`config.mk`:
```
export PLATFORM = sky130hd
export DESIGN_NAME = analysis_sequencer
export DESIGN_NICKNAME = d
export VERILOG_FILES = /design/src/rtl/spectrum_pkg.sv /design/src/rtl/seq_watchdog.sv /design/src/rtl/analysis_sequencer.sv
export SDC_FILE = /design/constraint.sdc
export NUM_CORES = 1
export LEC_CHECK = 0
export CAP_MARGIN = 40
export CORE_MARGIN = 1.5
export CORE_UTILIZATION = 35
export CTS_CLUSTER_SIZE = 24
export DETAILED_ROUTE_END_ITERATION = 12
export PLACE_DENSITY = 0.69
export SYNTH_ARGS = -nofsm -noshare
export SYNTH_HDL_FRONTEND = slang
export SYNTH_SLANG_ARGS = --single-unit
```
`constraint.sdc`:
```
create_clock -name clk -period 2.35 [get_ports clk]
set_clock_uncertainty 0.15 [all_clocks]
set_input_delay 0.235 -clock clk [delete_from_list [all_inputs] [get_ports clk]]
set_output_delay 0.235 -clock clk [all_outputs]
set_load 0.05 [all_outputs]
```
`src/rtl/spectrum_pkg.sv`:
```
// ============================================================================
// Module      : spectrum_pkg
// Description : Shared sequencer state encoding and statistics counter widths.
// Revision    : 1.0 - initial release
// ============================================================================
`default_nettype none

package spectrum_pkg;

  localparam int FRAME_CNT_W = 16;
  localparam int DROP_CNT_W  = 8;

  typedef enum logic [2:0] {
    ST_IDLE     = 3'd0,
    ST_START    = 3'd1,
    ST_RUN      = 3'd2,
    ST_WAIT_VGA = 3'd3,
    ST_SWAP     = 3'd4
  } seq_state_t;

endpackage

`default_nettype wire

```
`src/rtl/seq_watchdog.sv`:
```
// ============================================================================
// Module      : seq_watchdog
// Description : Counts enabled cycles from zero; expired flags the last allowed
//               cycle (count == TIMEOUT_CYCLES-1) while enabled.
// Revision    : 1.0 - initial release
// ============================================================================
`default_nettype none

module seq_watchdog #(
  parameter int TIMEOUT_CYCLES = 1048576
) (
  input  logic clk,
  input  logic rst,
  input  logic clear,
  input  logic enable,
  output logic expired
);

  localparam int c_cnt_w = $clog2(TIMEOUT_CYCLES + 1);
  localparam logic [c_cnt_w-1:0] c_last = c_cnt_w'(TIMEOUT_CYCLES - 1);

  logic [c_cnt_w-1:0] r_count;

  always_ff @(posedge clk or posedge rst) begin
    if (rst) begin
      r_count <= '0;
    end else if (clear) begin
      r_count <= '0;
    end else if (enable && (r_count != c_last)) begin
      r_count <= r_count + 1'b1;
    end
  end

  assign expired = enable && (r_count == c_last);

endmodule

`default_nettype wire

```
`src/rtl/analysis_sequencer.sv`:
```
// ============================================================================
// Module      : analysis_sequencer
// Description : Buffer -> FFT -> VGA buffer-swap sequencer with decimation,
//               FFT watchdog and optional statistics (macro SEQ_STATS_EN).
// Revision    : 1.0 - initial release
// ============================================================================
`default_nettype none

module analysis_sequencer
  import spectrum_pkg::*;
#(
  parameter int TIMEOUT_CYCLES = 1048576,
  parameter int DECIM_W        = 4
) (
  input  logic                   clk,
  input  logic                   rst,
  input  logic                   buff_start_i,
  output logic                   fft_start_o,
  input  logic                   fft_done_i,
  input  logic                   vga_busy_i,
  output logic                   vga_swap_o,
  input  logic                   hold_i,
  input  logic [DECIM_W-1:0]     decim_i,
  output logic                   busy_o,
  output logic                   timeout_o,
  output logic [FRAME_CNT_W-1:0] frame_cnt_o,
  output logic [DROP_CNT_W-1:0]  drop_cnt_o
);

  seq_state_t         r_state;
  seq_state_t         w_next_state;
  logic [DECIM_W-1:0] r_decim_cnt;
  logic [DECIM_W-1:0] w_decim_cnt_next;
  logic               w_timeout_set;
  logic               w_accept;
  logic               w_wd_expired;
  logic               r_fft_start;
  logic               r_vga_swap;
  logic               r_busy;
  logic               r_timeout;

  assign w_accept = buff_start_i && !hold_i && (r_state == ST_IDLE);

  seq_watchdog #(
    .TIMEOUT_CYCLES(TIMEOUT_CYCLES)
  ) u_watchdog (
    .clk     (clk),
    .rst     (rst),
    .clear   (r_state != ST_RUN),
    .enable  (r_state == ST_RUN),
    .expired (w_wd_expired)
  );

  always_comb begin
    w_next_state     = r_state;
    w_decim_cnt_next = r_decim_cnt;
    w_timeout_set    = 1'b0;
    case (r_state)
      ST_IDLE: begin
        if (w_accept) begin
          // >= so that lowering decim_i below the running count fires at once
          if (r_decim_cnt >= decim_i) begin
            w_decim_cnt_next = '0;
            w_next_state     = ST_START;
          end else begin
            w_decim_cnt_next = r_decim_cnt + 1'b1;
          end
        end
      end
      ST_START: w_next_state = ST_RUN;
      ST_RUN: begin
        if (fft_done_i) begin
          w_next_state = ST_WAIT_VGA;
        end else if (w_wd_expired) begin
          w_next_state  = ST_IDLE;
          w_timeout_set = 1'b1;
        end
      end
      ST_WAIT_VGA: begin
        if (!vga_busy_i) begin
          w_next_state = ST_SWAP;
        end
      end
      ST_SWAP: w_next_state = ST_IDLE;
      default: w_next_state = ST_IDLE;
    endcase
  end

  // Outputs are registered from the next state so they align with it.
  always_ff @(posedge clk or posedge rst) begin
    if (rst) begin
      r_state     <= ST_IDLE;
      r_decim_cnt <= '0;
      r_fft_start <= 1'b0;
      r_vga_swap  <= 1'b0;
      r_busy      <= 1'b0;
      r_timeout   <= 1'b0;
    end else begin
      r_state     <= w_next_state;
      r_decim_cnt <= w_decim_cnt_next;
      r_fft_start <= (w_next_state == ST_START);
      r_vga_swap  <= (w_next_state == ST_SWAP);
      r_busy      <= (w_next_state != ST_IDLE);
      r_timeout   <= r_timeout | w_timeout_set;
    end
  end

  assign fft_start_o = r_fft_start;
  assign vga_swap_o  = r_vga_swap;
  assign busy_o      = r_busy;
  assign timeout_o   = r_timeout;

`ifdef SEQ_STATS_EN
  logic [FRAME_CNT_W-1:0] r_frame_cnt;
  logic [DROP_CNT_W-1:0]  r_drop_cnt;
  logic                   w_drop;

  assign w_drop = buff_start_i && (r_state != ST_IDLE);

  always_ff @(posedge clk or posedge rst) begin
    if (rst) begin
      r_frame_cnt <= '0;
      r_drop_cnt  <= '0;
    end else begin
      if ((w_next_state == ST_SWAP) && (r_state == ST_WAIT_VGA)) begin
        r_frame_cnt <= r_frame_cnt + 1'b1;
      end
      if (w_drop && (r_drop_cnt != '1)) begin
        r_drop_cnt <= r_drop_cnt + 1'b1;
      end
    end
  end

  assign frame_cnt_o = r_frame_cnt;
  assign drop_cnt_o  = r_drop_cnt;
`else
  assign frame_cnt_o = '0;
  assign drop_cnt_o  = '0;
`endif

endmodule

`default_nettype wire

```
==> results of run 1 <==
## through the flow
step	total power, mW	hold WS [ns]	cells
detailed placement	1.21	0.315	279
global placement	1.19	0.324	279
floorplan	1.12	0.156	219
finish	1.63	0.180	287
global route	1.75	0.245	287
CTS	1.66	0.200	287
## worst max-delay path, stage by stage (launching register included)
cell	delay [ns]
dfrtp_1	0.44
ha_1	0.21
nand3_2	0.10
nor4_4	0.46
buf_4	0.21
nand3b_1	0.12
a21oi_1	0.17
o21bai_1	0.07
## kinds of logic after synthesis
logic type / share of synthesized area, %
and+or+nand+nor: 20.4
buffers and inverters: 12.5
DFF: 42.7
AOI/OAI and AO/OA: 9.87
xor gates and xnor gates: 9.33
adders and majority gates: 4.00
muxes: 1.07
other: 0.200
## cell type report
type | count | area share, %
tap | 70 | 4.15
clock inverter | 1 | 0.355
sequential | 32 | 37.9
timing repair buffer | 18 | 7.94
multi-input combinational | 150 | 44.0
clock buffer | 7 | 4.09
inverter | 9 | 1.60
## state kept, by name, summed over array words and instances (netlist names)
register and flops:
vga_swap_o 1, r_decim_cnt 4, timeout_o 1, busy_o 1, r_state 3, u_watchdog.r_count 21
fft_start_o 1
## metal layers
metal | global-route usage, % | up-vias | part of all wire (%)
li1 | - | 664 | -
met1 | 15.1 | 624 | 49
met2 | 18.3 | 29 | 45
met3 | 3.11 | 8 | 3.7
met4 | 6.67 | 0 | 2.4
met5 | 0 | - | 0
## layout by cell type (no fill, tap or decap), types with 3 or more instances in the layout
master / synthesis / layout
clkbuf_8: 0 / 6
o21bai_1: 3 / 3
o2111ai_1: 3 / 3
ha_1: 6 / 6
xor2_1: 7 / 7
and3_1: 3 / 3
dfrtp_1: 32 / 32
clkdlybuf4s50_1: 0 / 13
a211oi_1: 3 / 3
buf_4: 25 / 5
nor3_1: 4 / 4
nand2_1: 10 / 10
nand3_1: 6 / 6
inv_1: 9 / 9
nor2_1: 28 / 28
nand4_1: 4 / 4
a21oi_1: 10 / 10
xnor2_1: 13 / 13
conb_1: 1 / 24
o21ai_0: 4 / 4
## final timing paths
check | endpoint | cells after the start | from
worst max-delay path | busy_o | 7 | u_watchdog.r_count[0]
min in group clk | timeout_o | 1 | timeout_o
max in group asynchronous | u_watchdog.r_count[10] | 3 | rst
worst min register to register | timeout_o | 1 | timeout_o
worst max register to register | busy_o | 7 | u_watchdog.r_count[0]
worst min-delay path | u_watchdog.r_count[19] | 3 | rst
## power breakdown
group,switching [mW],total (mW),internal [mW]
Sequential,0.0867,0.719,0.632
Clock,0.202,0.439,0.238
Combinational,0.328,0.475,0.147
==> results.json, run 1 <==
{
  "drive_above_1_share_pct": 8.29,
  "clk_pin_slew_ns": 0.07,
  "end_kind": "register",
  "synthArstFlopShare_pct": 100,
  "ys_seq_area_share_pct": 42.7,
  "netlist_top_cells_area": "dfrtp_1 43%, buf_4 10%, xnor2_1 6.1%",
  "postSynthAreaPerCell_um2": 9.58,
  "die_h_um": 76.2,
  "grt-ovfl-total": 0,
  "cp_max_fo": 7,
  "finish.instance_area_mm2": 0.00211,
  "fin_nets": 232,
  "outcome": "complete, no violations",
  "synth_area_mm2": 0.00188,
  "ff_latch_area_um2": 801,
  "arrival_ns": 2.07,
  "hold_path_class": "input pin to async pin",
  "hpwl_mm": 2.24,
  "synthesis.instances": 196,
  "utilization_pct": 41.1,
  "dieArea_mm2": 0.00581,
  "yosys_warnings": 0,
  "syn2layout_area_growth_pct": 12.5,
  "power.density_mw_per_mm2": 773,
  "routed_wl_mm": 3.14,
  "grt_pass1_vias": 1222,
  "portBuffers": 13,
  "clk_latency_ns": 0.29,
  "required_ns": 2.38,
  "critPathKind": "register to register",
  "cts.htree.levels": 2,
  "place_area_mm2": 0.00202,
  "fmaxAchievable_ghz": 0.488,
  "grt_max_degree": 33,
  "antennaDiodeCount": 0,
  "yosys.area.top_type": "dfrtp_1",
  "slew_violations": 0,
  "drv_cap": 0,
  "crit_path_start_kind": "register",
  "clock_sinks": 32,
  "final_antenna_net_count": 0,
  "cts_root_buf": "clkbuf_8",
  "power_leakage_nw": 0.910,
  "hold_viol": 0,
  "firstDrtPassIters": 4,
  "relSlewSlack_pct": 52.4,
  "place_ws_ns": 0.254,
  "routedWlPerCell_um": 11.0,
  "fin_setup_tns_ns": 0,
  "drt-initial-drc-count": 47,
  "synth_common_cells": "32 x dfrtp_1, 28 x nor2_1, 25 x buf_4, 13 x xnor2_1",
  "cts_tree": "yes",
  "placementRows": 26,
  "ff2ff_setup_slack_ns": 0.30,
  "post-route-period-util_pct": 87.1,
  "clockBufferDepth": 2,
  "dieWidth_um": 76.2,
  "ctsHoldBuffers": 0,
  "synth.distinct_cells": 37,
  "layout_setup_ws_ns": 0.303,
  "ys.flop_type": "dfrtp_1",
  "nFillCells": 532,
  "synth_most_common_cell": "dfrtp_1",
  "period_minus_slack_ns": 2.05,
  "coreArea_mm2": 0.00514,
  "gp_congestion": 0.788,
  "worst_pin_slew_ns": 0.712,
  "drc_errors": 0,
  "pin_count": 38,
  "cts.repair.resized": 0,
  "synth-seq-cells": 32,
  "multi_input_area_um2": 928,
  "grt_usage_pct": 11.9,
  "setup_violations": 0,
  "max-vdd-ir-drop_v": 0.000649,
  "numCtsBuffers": 5,
  "synth_edf_count": 0,
  "rsz0062_at_grt": "no",
  "grt_first_pass_wirelength_mm": 5.46,
  "synth_top_area_share_pct": 42.7,
  "cts_setup_buffers": 0,
  "vias": 1325,
  "initial_utilization_pct": 36.5,
  "vias_per_cell": 4.62,
  "antenna_found_initial": 0
}
(Power assumes the default switching activity.)
==> inputs of run 2 (changes only) <==
--- a/config.mk
+++ b/config.mk
@@ -6,7 +6,6 @@
 export NUM_CORES = 1
 export LEC_CHECK = 0
 export CAP_MARGIN = 40
-export CORE_MARGIN = 1.5
 export CORE_UTILIZATION = 35
 export CTS_CLUSTER_SIZE = 24
 export DETAILED_ROUTE_END_ITERATION = 12
==> results.json, run 2 (synthesized netlist as in run 1, its figures left out) <==
{
  "coreArea_mm2": 0.00514,
  "drt-initial-drc-count": 13,
  "hold_viol": 0,
  "regMostFlops": "u_watchdog.r_count",
  "drc_errors": 0,
  "final_antenna_net_count": 0,
  "portBuffers": 13,
  "rsz0062_at_grt": "no",
  "mostFrequentLayoutCells": "32 x dfrtp_1, 28 x nor2_1, 24 x conb_1",
  "met3_usage_pct": 3.61,
  "antenna_found_initial": 0,
  "routed_wl_mm": 3.17,
  "power_leakage_nw": 0.911,
  "post-route-period-util_pct": 85.6,
  "clk_latency_ns": 0.28,
  "layout_commonest_cell": "dfrtp_1",
  "slew_violations": 0,
  "nFillCells": 533,
  "gr-usage-met1_pct": 16.0,
  "die_h_um": 75.2,
  "dieArea_mm2": 0.00566,
  "antennaDiodeCount": 0,
  "busiest_layer": "met2",
  "grt_pass1_vias": 1204,
  "required_ns": 2.33,
  "vias_per_cell": 4.64,
  "cts_root_buf": "clkbuf_8",
  "placementRows": 26,
  "fmaxAchievable_ghz": 0.497,
  "drv_cap": 0,
  "end_kind": "register",
  "cts.htree.levels": 2,
  "vias": 1333,
  "hold_path_class": "input pin to async pin",
  "cp_max_fo": 7,
  "initial_utilization_pct": 36.5,
  "syn2layout_area_growth_pct": 12.3,
  "routedWlPerCell_um": 11.0,
  "grt-ovfl-total": 0,
  "fin_nets": 232,
  "numCtsBuffers": 5,
  "dieWidth_um": 75.2,
  "cts_tree": "yes",
  "grt_first_pass_wirelength_mm": 5.46,
  "grt_usage_pct": 13.1,
  "ctsHoldBuffers": 0,
  "outcome": "complete, no violations",
  "fin_setup_tns_ns": 0,
  "largest_register_ffs": 21,
  "grt_max_degree": 33,
  "clockBufferDepth": 2,
  "cts.repair.resized": 0,
  "ff2ff_setup_slack_ns": 0.34,
  "firstDrtPassIters": 2,
  "drive_above_1_share_pct": 7.83,
  "relSlewSlack_pct": 51.3,
  "hpwl_mm": 2.27,
  "pin_count": 38,
  "p_total_mw": 1.62,
  "cts_setup_buffers": 0,
  "crit_path_start_kind": "register",
  "gp_congestion": 0.791,
  "power.density_mw_per_mm2": 770,
  "clk_pin_slew_ns": 0.06,
  "setup_violations": 0,
  "reg_top3": "u_watchdog.r_count: 21 flops, r_decim_cnt: 4 flops, r_state: 3 flops",
  "critPathKind": "register to register",
  "worst_pin_slew_ns": 0.729,
  "grt_util_met2_pct": 21.9,
  "arrival_ns": 1.99,
  "clock_sinks": 32,
  "period_minus_slack_ns": 2.01,
  "max-vdd-ir-drop_v": 0.000544
}
run 2: final cells by class:
class                      instances  area [um2]  area share, %
multi-input combinational        150         928           44.0
clock buffer                       8        90.1           4.27
inverter                           9        33.8           1.60
timing repair buffer              18         168           7.95
tap                               70        87.6           4.15
sequential                        32         801           38.0
run 2: path summary, 6_finish.rpt:
kind                                       start                      to  depth (start not counted)
min reg2reg                            timeout_o               timeout_o                          1
min in group clk                       timeout_o               timeout_o                          1
max reg2reg                u_watchdog.r_count[0]              r_state[1]                          7
min                                          rst  u_watchdog.r_count[19]                          3
max                        u_watchdog.r_count[0]              r_state[1]                          7
max in group asynchronous                    rst   u_watchdog.r_count[5]                          3
run 2: routing by layer:
layer,up-vias,wire [um]
met5,-,0
met4,0,38
met3,6,114
met2,28,1480
met1,636,1530
li1,663,-
run 2: where the power goes:
group	switching, mW	internal, mW
combinational	0.326	0.148
clock	0.191	0.238
sequential	0.0875	0.632
run 2: per-stage QoR:
step                      instances  hold WS [ns]  cell area (um2)  util, %  worst slack (ns)
after floorplan                 219         0.156             1960        -             0.482
after global placement          279         0.349             2020     39.3             0.290
after detailed placement        279         0.373             2020     39.3             0.247
after CTS                       287         0.204             2110     41.0             0.325
after global routing            287         0.245             2110     41.0             0.164
final                           287         0.182             2110     41.0             0.338
run 2: worst max-delay path, stage by stage (launching register included):
cell,delay (ns)
dfrtp_1,0.41
ha_1,0.20
nand3_2,0.10
nor4_4,0.46
buf_4,0.21
nand2_1,0.11
nor2_1,0.13
o32ai_1,0.09
==> inputs of run 3 (changes only) <==
--- a/config.mk
+++ b/config.mk
@@ -9,7 +9,8 @@
 export CORE_UTILIZATION = 35
 export CTS_CLUSTER_SIZE = 24
 export DETAILED_ROUTE_END_ITERATION = 12
-export PLACE_DENSITY = 0.69
+export HOLD_SLACK_MARGIN = 0.02
+export PLACE_DENSITY = 0.62
 export SYNTH_ARGS = -nofsm -noshare
 export SYNTH_HDL_FRONTEND = slang
 export SYNTH_SLANG_ARGS = --single-unit
==> results.json, run 3 (synthesized netlist as in run 1, its figures left out) <==
{
  "dieWidth_um": 75.2,
  "fmaxAchievable_ghz": 0.498,
  "regMostFlops": "u_watchdog.r_count",
  "vias": 1310,
  "clockBufferDepth": 2,
  "max-vdd-ir-drop_v": 0.000561,
  "dieArea_mm2": 0.00566,
  "drv_cap": 0,
  "clk_pin_slew_ns": 0.07,
  "grt_max_degree": 33,
  "routedWlPerCell_um": 11.0,
  "dpl.cell_count": 279,
  "max_stage_delay_ns": 0.42,
  "cts.htree.levels": 2,
  "drc_errors": 0,
  "hold_viol": 0,
  "clk_latency_ns": 0.28,
  "utilization_pct": 40.8,
  "relSlewSlack_pct": 50.4,
  "hpwl_mm": 2.24,
  "coreArea_mm2": 0.00514,
  "largest_register_ffs": 21,
  "placementRows": 26,
  "grt_usage_pct": 13.4,
  "path_cells": "ha_1 -> nand3_2 -> nor4_4 -> buf_4 -> nand2_1 -> xnor2_1 -> nor2_1",
  "antenna_found_initial": 0,
  "cts_setup_buffers": 0,
  "slew_violations": 0,
  "period_minus_slack_ns": 2.01,
  "grt-ovfl-total": 0,
  "cts.repair.resized": 0,
  "outcome": "complete, no violations",
  "worst_pin_slew_ns": 0.742,
  "drive_above_1_share_pct": 8.33,
  "cts_tree": "yes",
  "die_h_um": 75.2,
  "firstDrtPassIters": 4,
  "cp_num_buf_inv": 1,
  "cts_root_buf": "clkbuf_8",
  "critPathKind": "register to register",
  "grt_first_pass_wirelength_mm": 5.71,
  "path_delay_family": "simple AND/OR/NAND/NOR gates",
  "gr-usage-met1_pct": 18.7,
  "post-route-period-util_pct": 85.5,
  "grt_util_met2_pct": 20.0,
  "vias_per_cell": 4.58,
  "gp_congestion": 0.740,
  "hold_path_class": "input pin to async pin",
  "clock_sinks": 32,
  "cp_max_fo": 10,
  "reg_top3": "u_watchdog.r_count: 21 flops, r_decim_cnt: 4 flops, r_state: 3 flops",
  "fin_setup_tns_ns": 0,
  "initial_utilization_pct": 36.5,
  "setup_violations": 0,
  "arrival_ns": 2.00,
  "busiest_layer": "met2",
  "antennaDiodeCount": 0,
  "power_leakage_nw": 0.906,
  "end_kind": "register",
  "layout_commonest_cell": "dfrtp_1",
  "numCtsBuffers": 5,
  "power.density_mw_per_mm2": 756,
  "rsz0062_at_grt": "no",
  "final_antenna_net_count": 0,
  "required_ns": 2.34,
  "drt-initial-drc-count": 66,
  "fin_nets": 232,
  "portBuffers": 13,
  "ctsHoldBuffers": 0,
  "grt_pass1_vias": 1236,
  "mostFrequentLayoutCells": "32 x dfrtp_1, 28 x nor2_1, 24 x conb_1",
  "syn2layout_area_growth_pct": 11.9,
  "met3_usage_pct": 3.21,
  "finalNonFillerCells": 286,
  "cp_slowest_cell": "dfrtp_1",
  "pin_count": 38,
  "routed_wl_mm": 3.15,
  "crit_path_start_kind": "register"
}
==> run 3: cell types whose count changed in the layout (fill, tap and decap cells not counted), sizes merged <==
| cell | before | now |
|---|---|---|
| clkbuf | 8 | 5 |
| clkinvlp | 0 | 1 |
| clkinv | 0 | 1 |
==> run 3: per-stage QoR <==
step | setup slack (ns) | area, um2 | hold slack, ns | power [mW]
6_report | 0.341 | 2100 | 0.192 | 1.59
5_1_grt | 0.138 | 2100 | 0.252 | 1.70
4_1_cts | 0.323 | 2100 | 0.205 | 1.61
3_5_place_dp | 0.250 | 2020 | 0.317 | 1.21
3_3_place_gp | 0.311 | 2020 | 0.327 | 1.20
2_1_floorplan | 0.482 | 1960 | 0.156 | 1.12
==> run 3: cell type report <==
class | instances | area (um2)
Clock buffer | 5 | 68.8
Clock inverter | 2 | 12.5
Fill cell | 522 | 3040
Inverter | 9 | 33.8
Multi-Input combinational cell | 150 | 928
Sequential cell | 32 | 801
Tap cell | 70 | 87.6
Timing Repair Buffer | 18 | 168
==> run 3: final timing paths <==
| check | from | endpoint | slack [ns] | cells past startpoint |
|---|---|---|---|---|
| min in group clk | timeout_o | timeout_o | 0.33 | 1 |
| max reg2reg | u_watchdog.r_count[0] | u_watchdog.r_count[0] | 0.34 | 7 |
| max | u_watchdog.r_count[0] | u_watchdog.r_count[0] | 0.34 | 7 |
| max in group asynchronous | rst | u_watchdog.r_count[13] | 1.55 | 3 |
| min | rst | r_decim_cnt[0] | 0.19 | 3 |
| min reg2reg | timeout_o | timeout_o | 0.33 | 1 |
==> run 3: layer usage <==
layer  up-vias  share of wire, %
met5         -                 0
met4         0               1.3
met3         6               3.7
met2        27                45
met1       614                50
li1        663                 -
==> run 3: report_power, final <==
part / total [mW] / internal (mW) / switching [mW]
Combinational: 0.470 / 0.148 / 0.322
Sequential: 0.720 / 0.632 / 0.0879
Clock: 0.397 / 0.200 / 0.197
==> run 3: worst min-delay path: cells and delay by family <==
family / cells / cell delay, ns
buf+inv: 3 / 0.81
